--- src/rtl/mb_ctrl_pkg.sv ---
// rtl/mb_ctrl_pkg.sv - shared states and sizing constants for the bank scan controller
package mb_ctrl_pkg;

    localparam int MB_NUM_BANKS = 13;
    localparam int MB_IDX_W     = 4;

    typedef enum logic [1:0] {
        ST_IDLE = 2'd0,
        ST_REQ  = 2'd1,
        ST_PROC = 2'd2,
        ST_DONE = 2'd3
    } mb_state_t;

endpackage

--- src/rtl/mb_scan_controller_if.sv ---
// rtl/mb_scan_controller_if.sv - control and bank-read handshake bundle for the scan controller
interface mb_scan_controller_if #(
    parameter int IDX_W = mb_ctrl_pkg::MB_IDX_W
);
    logic             start;
    logic             abort;
    logic             rd_ack;
    logic             rd_req;
    logic [IDX_W-1:0] rd_addr;
    logic             proc_en;
    logic             last;
    logic             busy;
    logic             done;

    modport master (
        output start, abort, rd_ack,
        input  rd_req, rd_addr, proc_en, last, busy, done
    );

    modport slave (
        input  start, abort, rd_ack,
        output rd_req, rd_addr, proc_en, last, busy, done
    );
endinterface

--- src/rtl/mb_index_counter.sv ---
// rtl/mb_index_counter.sv - mod-NUM_BANKS bank index counter with explicit wrap
import mb_ctrl_pkg::*;

module mb_index_counter #(
    parameter int NUM_BANKS = MB_NUM_BANKS,
    parameter int IDX_W     = MB_IDX_W
) (
    input  logic             clk,
    input  logic             rst,
    input  logic             clr,
    input  logic             inc,
    output logic [IDX_W-1:0] count,
    output logic             wrap
);
    localparam logic [IDX_W-1:0] LAST_IDX = IDX_W'(NUM_BANKS - 1);

    assign wrap = (count == LAST_IDX);

    // Clear wins over increment; wrap is decoded, never left to overflow.
    always_ff @(posedge clk) begin
        if (rst || clr) begin
            count <= '0;
        end else if (inc) begin
            count <= wrap ? '0 : count + 1'b1;
        end
    end
endmodule

--- src/rtl/mb_scan_controller.sv ---
// rtl/mb_scan_controller.sv - walks bank indices 0..NUM_BANKS-1 once per start with read/ack/process steps
import mb_ctrl_pkg::*;

module mb_scan_controller #(
    parameter int NUM_BANKS = MB_NUM_BANKS,
    parameter int IDX_W     = MB_IDX_W
) (
    input  logic                  clk,
    input  logic                  rst,
    mb_scan_controller_if.slave   bus
);
    mb_state_t        state_q;
    mb_state_t        state_d;
    logic             idx_clr;
    logic             idx_inc;
    logic             idx_wrap;
    logic [IDX_W-1:0] idx;

    mb_index_counter #(
        .NUM_BANKS (NUM_BANKS),
        .IDX_W     (IDX_W)
    ) u_index (
        .clk   (clk),
        .rst   (rst),
        .clr   (idx_clr),
        .inc   (idx_inc),
        .count (idx),
        .wrap  (idx_wrap)
    );

    always_ff @(posedge clk) begin
        if (rst) begin
            state_q <= ST_IDLE;
        end else begin
            state_q <= state_d;
        end
    end

    // Abort outranks ack and index advance in every active state.
    always_comb begin
        state_d = state_q;
        idx_clr = 1'b0;
        idx_inc = 1'b0;
        unique case (state_q)
            ST_IDLE: begin
                if (bus.start) begin
                    state_d = ST_REQ;
                    idx_clr = 1'b1;
                end
            end
            ST_REQ: begin
                if (bus.abort) begin
                    state_d = ST_IDLE;
                    idx_clr = 1'b1;
                end else if (bus.rd_ack) begin
                    state_d = ST_PROC;
                end
            end
            ST_PROC: begin
                if (bus.abort) begin
                    state_d = ST_IDLE;
                    idx_clr = 1'b1;
                end else begin
                    idx_inc = 1'b1;
                    state_d = idx_wrap ? ST_DONE : ST_REQ;
                end
            end
            ST_DONE: begin
                state_d = ST_IDLE;
                idx_clr = bus.abort;
            end
            default: begin
                state_d = ST_IDLE;
                idx_clr = 1'b1;
            end
        endcase
    end

    // Outputs depend only on registered state and index.
    assign bus.rd_req  = (state_q == ST_REQ);
    assign bus.proc_en = (state_q == ST_PROC);
    assign bus.done    = (state_q == ST_DONE);
    assign bus.busy    = (state_q != ST_IDLE);
    assign bus.last    = idx_wrap && ((state_q == ST_REQ) || (state_q == ST_PROC));
    assign bus.rd_addr = idx;
endmodule
--- src/flat_wrapper.sv ---
// flat-port wrapper written by rule: the top's interface ports become plain ports
module mb_scan_controller_flat 
#(
    parameter int NUM_BANKS = MB_NUM_BANKS,
    parameter int IDX_W     = MB_IDX_W
)
  (clk, rst, bus_start, bus_abort, bus_rd_ack, bus_rd_req, bus_rd_addr, bus_proc_en, bus_last, bus_busy, bus_done);
  mb_scan_controller_if #(.IDX_W(IDX_W)) bus_i ();
  input  logic clk;
  input  logic rst;
  input wire logic [$bits(bus_i.start)-1:0] bus_start;
  input wire logic [$bits(bus_i.abort)-1:0] bus_abort;
  input wire logic [$bits(bus_i.rd_ack)-1:0] bus_rd_ack;
  output wire logic [$bits(bus_i.rd_req)-1:0] bus_rd_req;
  output wire logic [$bits(bus_i.rd_addr)-1:0] bus_rd_addr;
  output wire logic [$bits(bus_i.proc_en)-1:0] bus_proc_en;
  output wire logic [$bits(bus_i.last)-1:0] bus_last;
  output wire logic [$bits(bus_i.busy)-1:0] bus_busy;
  output wire logic [$bits(bus_i.done)-1:0] bus_done;
  assign bus_i.start = bus_start;
  assign bus_i.abort = bus_abort;
  assign bus_i.rd_ack = bus_rd_ack;
  assign bus_rd_req = bus_i.rd_req;
  assign bus_rd_addr = bus_i.rd_addr;
  assign bus_proc_en = bus_i.proc_en;
  assign bus_last = bus_i.last;
  assign bus_busy = bus_i.busy;
  assign bus_done = bus_i.done;
  mb_scan_controller #(.NUM_BANKS(NUM_BANKS), .IDX_W(IDX_W)) u_core (.clk(clk), .rst(rst), .bus(bus_i));
endmodule
--- config.mk ---
export PLATFORM = sky130hd
export DESIGN_NAME = mb_scan_controller_flat
export DESIGN_NICKNAME = d
export VERILOG_FILES = /design/src/rtl/mb_ctrl_pkg.sv /design/src/rtl/mb_scan_controller_if.sv /design/src/rtl/mb_index_counter.sv /design/src/rtl/mb_scan_controller.sv /design/src/flat_wrapper.sv
export SDC_FILE = /design/constraint.sdc
export NUM_CORES = 1
export LEC_CHECK = 0
export ABC_AREA = 1
export CORE_AREA = 2 2 39 41
export DETAILED_ROUTE_END_ITERATION = 6
export DIE_AREA = 0 0 41 43
export PLACE_DENSITY_LB_ADDON = 0.05
export SLEW_MARGIN = 5
export SYNTH_ARGS = -nofsm -noshare
export SYNTH_HDL_FRONTEND = slang
export SYNTH_HIERARCHICAL = 1
export SYNTH_SLANG_ARGS = --single-unit
export TNS_END_PERCENT = 1
--- constraint.sdc ---
create_clock -name clk -period 2.1 [get_ports clk]
set_input_delay 0.63 -clock clk [delete_from_list [all_inputs] [get_ports clk]]
set_output_delay 0.63 -clock clk [all_outputs]
set_load 0.01 [all_outputs]
==> results.toml, run 1 <==
[cts]
cts_hold_buf = 0
cts.root.buffer_cell = "clkbuf_4"
cts_tree = "yes"
numCtsBuffers = 3
cts_buffer_depth = 2
cts.htree.levels = 1
clk_pin_slew_ps = 50
clk-insertion-delay-late_ps = 260
clock_sinks = 6

[status]
status = "finished clean"

[sta]
holdWs_ps = 501
fmax_mhz = 493
drv_slew = 0
worst_slew_pin_slew_ps = 158
hold_viol_final = 0
fin_crit_ps = 2030
finalSetupTns_ps = 0
skew_ps = 8.22
period_share = 0.966
setup_violations = 0
setup_ws_ps = 71.4
rsz0062_at_grt = "false"
relSlewSlack = 0.893

[cells_and_area]
stdcell_count = 96
drive_gt1_frac = 0.188
postLayoutCoreUtil = 0.458
diodes = 0
nets = 94
syn_to_final_growth_pct = 49.7
fin_area_um2 = 633

[power_and_ir_drop]
p_per_area_mw_per_mm2 = 498
p_total_mw = 0.315
ir_drop_uv = 203
leakagePower_nw = 0.321

[worst_setup_path]
worst_path_dominant_cell_family = "buffers and inverters"
worst_path_max_delay_cell = "dfxtp_2"
critPathArrivalTime_ps = 1400
crit_path_start_kind = "register"
crit_type = "reg2out"
cp_max_fo = 4
cp-end-kind = "primary output"
path_cells = "inv_1, ha_1, and3_4, nand2_1, inv_1, dlygate4sd2_1"
slowest_delay_ps = 350
path_common_cell = "inv_1"
cp.required_ps = 1470
path_buf_inv = 3

[synthesis]
yosys-top-cells-count = "nand2_1, inv_1, ha_1"
synth_compound_area_frac = 0.109
synth_cell_type_count = 15
netlist_area_um2 = 423
synthArstFlopShare = 0
ys_seq_elements = 6
synthTopCellsByArea = "dfxtp_1, ha_1, nand2_1"
synth_xor_area_frac = 0.0207
synth_fa_ha_area_frac = 0.207
yosysWarnings = 6
yosysSeqAreaShare = 0.284
synthSimpleGateAreaFrac = 0.272
synthMuxAreaShare = 0
synth_edf_count = 0
synth-main-ff-cell = "dfxtp_1"
synth_top_family_by_area = "simple AND/OR/NAND/NOR gates"
synth_cells = 60
avgSynthCellArea_um2 = 7.05
syn_nets = 72
synth_top_area_share = 0.284
synth.most_common_cell = "nand2_1"
yosysTopAreaCell = "dfxtp_1"

[detailed_routing]
final_antenna_net_count = 0
drt_iter0_markers = 3
drt-total-wl_um = 945
avgViaCountPerCell = 4.49
post-route-drc-count = 0
wl_per_cell_um = 9.84
vias = 431
dr.pass1.iters = 2

[die]
dieArea_mm2 = 0.00176
die_h_um = 43
placementRows = 14
start_util = 0.306
core_area_mm2 = 0.00138
ios = 14
die_w_um = 41

[placed_design]
place.gp.congestion = 0.676
dpl_cell_area_um2 = 603
place_hpwl_um = 755
port-buffer-count = 13
dpl.cell_count = 93
preCtsSetupSlack_ps = 98.6

[min_path]
hold_class = "reg2reg"

[run]
maxCapViolations = 0

[global_route]
grt-ovfl-total = 0
antenna_found_initial = 0
grt_max_degree = 6
grt_usage = 0.141
grt_pass1_wl_um = 1590
grt_pass1_vias = 408
metal layers:
layer  GRT usage  part of all wire
met4       0.120             0.026
met5           0                 0
met3      0.0471             0.044
met2       0.213              0.51
met1       0.146              0.42
cell usage in the layout (no fill, tap or decap):
master	netlist	final
nand3_1	2	2
dlymetal6s2s_1	0	1
dfxtp_1	6	4
ha_1	7	7
nor2_2	1	1
clkdlybuf4s50_1	0	10
a21oi_2	1	1
nand2_2	3	3
a21oi_1	4	4
xor2_1	1	1
clkbuf_4	0	3
nand4_1	1	1
o21a_1	1	1
o21ai_0	2	2
dfxtp_2	0	2
nor2_1	4	4
dlygate4sd2_1	0	2
nand2_1	14	14
inv_1	12	12
and3_4	0	1
buf_4	0	4
registers in the layout, summed over array words and instances (netlist names):
name and flops:
u_core/u_index/count 4, u_core/state_q 2
tightest hold or removal path, stage by stage, from the launching register on:
cell and delay, ps:
dfxtp_2 330, inv_1 70, a21oi_1 60
final cells by class:
class / count / area, um^2
Sequential cell: 6 / 123
Inverter: 12 / 45.0
Multi-Input combinational cell: 42 / 263
Fill cell: 144 / 751
Timing Repair Buffer: 17 / 160
Tap cell: 16 / 20.0
Clock buffer: 3 / 22.5
path summary, 6_finish.rpt:
check,from,endpoint,slack (ps),cells after the start
worst min-delay path,u_core/u_index/count[1],u_core/u_index/count[1],500,2
worst min register to register,u_core/u_index/count[1],u_core/u_index/count[1],500,2
worst max register to register,u_core/state_q[1],u_core/u_index/count[3],820,8
worst max-delay path,u_core/u_index/count[1],bus_last,70,6
power by group:
group,total (mW),switching (mW),internal (mW)
clock network,0.116,0.0509,0.0653
logic,0.0790,0.0404,0.0386
registers,0.120,0.00181,0.118
cell families after synthesis:
| kind of cell | Yosys count |
|---|---|
| fa+ha+maj | 7 |
| flops | 6 |
| xor+xnor | 1 |
| buf+inv | 12 |
| simple gates | 26 |
| compound gates | 8 |
what timing repair did:
item                       CTS  global route
gates resized for setup      3             3
hold endpoints to repair     0             0
setup endpoints to repair    2             2
pin swaps                    0             0
setup buffers                0             0
gates cloned                 0             0
No activity file was read; power rests on OpenSTA's default activity.
==> run 2, diff against run 1 <==
--- a/config.mk
+++ b/config.mk
@@ -6,9 +6,10 @@
 export NUM_CORES = 1
 export LEC_CHECK = 0
 export ABC_AREA = 1
-export CORE_AREA = 2 2 39 41
+export CELL_PAD_IN_SITES_DETAIL_PLACEMENT = 1
+export CELL_PAD_IN_SITES_GLOBAL_PLACEMENT = 2
+export CORE_UTILIZATION = 24
 export DETAILED_ROUTE_END_ITERATION = 6
-export DIE_AREA = 0 0 41 43
 export PLACE_DENSITY_LB_ADDON = 0.05
 export SLEW_MARGIN = 5
 export SYNTH_ARGS = -nofsm -noshare
==> run 2 against run 1 <==
Net effect:
- clock power is essentially flat
- non-clock buffer count did not move
- hold slack worse by 2.8 ps
- fmax grew 1.2%
- via count fell by 1.6%
- critical endpoint unchanged
- largest power group unchanged
- highest routed layer unchanged
==> results.toml, run 2 (synthesis gave the netlist of run 1 again) <==
[status]
status = "finished clean"

[cts]
cts_hold_buf = 0
cts_tree = "yes"
cts_setup_buffers = 0
numCtsBuffers = 3
cts_buffer_depth = 2
cts.htree.levels = 1
cts.root.buffer_cell = "clkbuf_4"
cts_resized = 3
clk-insertion-delay-late_ps = 250
clock_sinks = 6
clk_pin_slew_ps = 40

[cells_and_area]
nets = 94
drive_gt1_frac = 0.175
layout_common_cells = "nand2_1, inv_1, clkdlybuf4s50_1, ha_1, dfxtp_1"
final_common_cell = "nand2_1"
syn_to_final_growth_pct = 49.4
largest_reg_flops = 4
regMostFlops = "u_core/u_index/count"
fin_area_um2 = 632
stdcell_count = 96
diodes = 0
reg.largest.list = "u_core/u_index/count: 4 flops, u_core/state_q: 2 flops"

[power_and_ir_drop]
ir_drop_uv = 273
leakagePower_nw = 0.321
p_total_mw = 0.314
p_per_area_mw_per_mm2 = 497

[placed_design]
port-buffer-count = 13
dpl_cell_area_um2 = 603
place.gp.congestion = 0.722
dpl.cell_count = 93
place_hpwl_um = 869

[die]
ios = 14
die_w_um = 44.0
placementRows = 14
die_h_um = 44.0
start_util = 0.268
core_area_mm2 = 0.00158
dieArea_mm2 = 0.00193

[worst_setup_path]
crit_type = "reg2out"
crit_path_start_kind = "register"
r2r_cells = 6
worst_path_max_delay_cell = "dfxtp_1"
critPathArrivalTime_ps = 1370
cp.required_ps = 1470
cp_max_fo = 2
slowest_delay_ps = 320
r2r_end = "u_core/u_index/count[3]"
cp-end-kind = "primary output"
path_common_cell = "inv_1"
worstReg2RegStart = "u_core/state_q[0]"
regToRegSetupSlack_ps = 830
crit_start = "u_core/u_index/count[0]"
path_cells = "inv_1, ha_1, and3_4, nand2_1, inv_1, dlygate4sd2_1"

[sta]
period_share = 0.954
setup_violations = 0
fmax_mhz = 499
relSlewSlack = 0.897
hold_viol_final = 0
finalSetupTns_ps = 0
rsz0062_at_grt = "false"
worst_slew_pin_slew_ps = 153
skew_ps = 8.11
fin_crit_ps = 2000
drv_slew = 0

[min_path]
hold_class = "reg2reg"
whs_endpoint = "u_core/u_index/count[1]"
hold_start = "u_core/u_index/count[1]"
hold_path_depth = 2

[run]
maxCapViolations = 0

[global_route]
antenna_found_initial = 0
grt_usage = 0.130
grt-ovfl-total = 0
grt_pass1_wl_um = 1690
grt_max_degree = 6
grt_pass1_vias = 400

[detailed_routing]
avgViaCountPerCell = 4.42
vias = 424
drt-total-wl_um = 989
drt_iter0_markers = 2
post-route-drc-count = 0
dr.pass1.iters = 4
final_antenna_net_count = 0
wl_per_cell_um = 10.3
run 2: power breakdown:
part,internal [mW],switching [mW],total [mW]
Sequential,0.118,0.00201,0.120
Combinational,0.0391,0.0422,0.0813
Clock,0.0650,0.0476,0.113
Total,0.222,0.0918,0.314
run 2: how the worst max path moves through the flow:
stage                        endpoint  depth (start not counted)  slack (ps)
after CTS                 bus_proc_en                          3          20
after detailed placement     bus_last                          6         100
after floorplan              bus_last                          5         490
after global routing         bus_last                          6           9
final                        bus_last                          6         100
after global placement       bus_last                          6         130
run 2: final cells by class:
type	instances	area (um^2)
Timing Repair Buffer	17	160
Sequential cell	6	121
Tap cell	16	20.0
Inverter	12	45.0
Fill cell	204	945
Clock buffer	3	22.5
Multi-Input combinational cell	42	263
run 2: through the flow:
stage | setup WS (ps) | hold slack, ps | utilization
after floorplan | 494 | 482 | -
after global placement | 130 | 501 | 0.383
after detailed placement | 96.8 | 510 | 0.383
after CTS | 18.7 | 504 | 0.396
after global routing | 8.95 | 535 | 0.401
final | 96.0 | 498 | 0.401
run 2: metal layers:
layer | vias up | share of wire | global-route usage
met4 | 0 | 0.011 | 0.0545
li1 | 228 | - | -
met5 | - | 0 | 0
met2 | 10 | 0.39 | 0.170
met1 | 184 | 0.54 | 0.171
met3 | 2 | 0.062 | 0.0750
run 2: worst max-delay path, delay by kind of cell, from the launching register on:
family | cells | cell delay [ps]
adders and majority gates | 1 | 210
and+or+nand+nor | 2 | 240
DFF | 1 | 320
buffers and inverters | 3 | 360
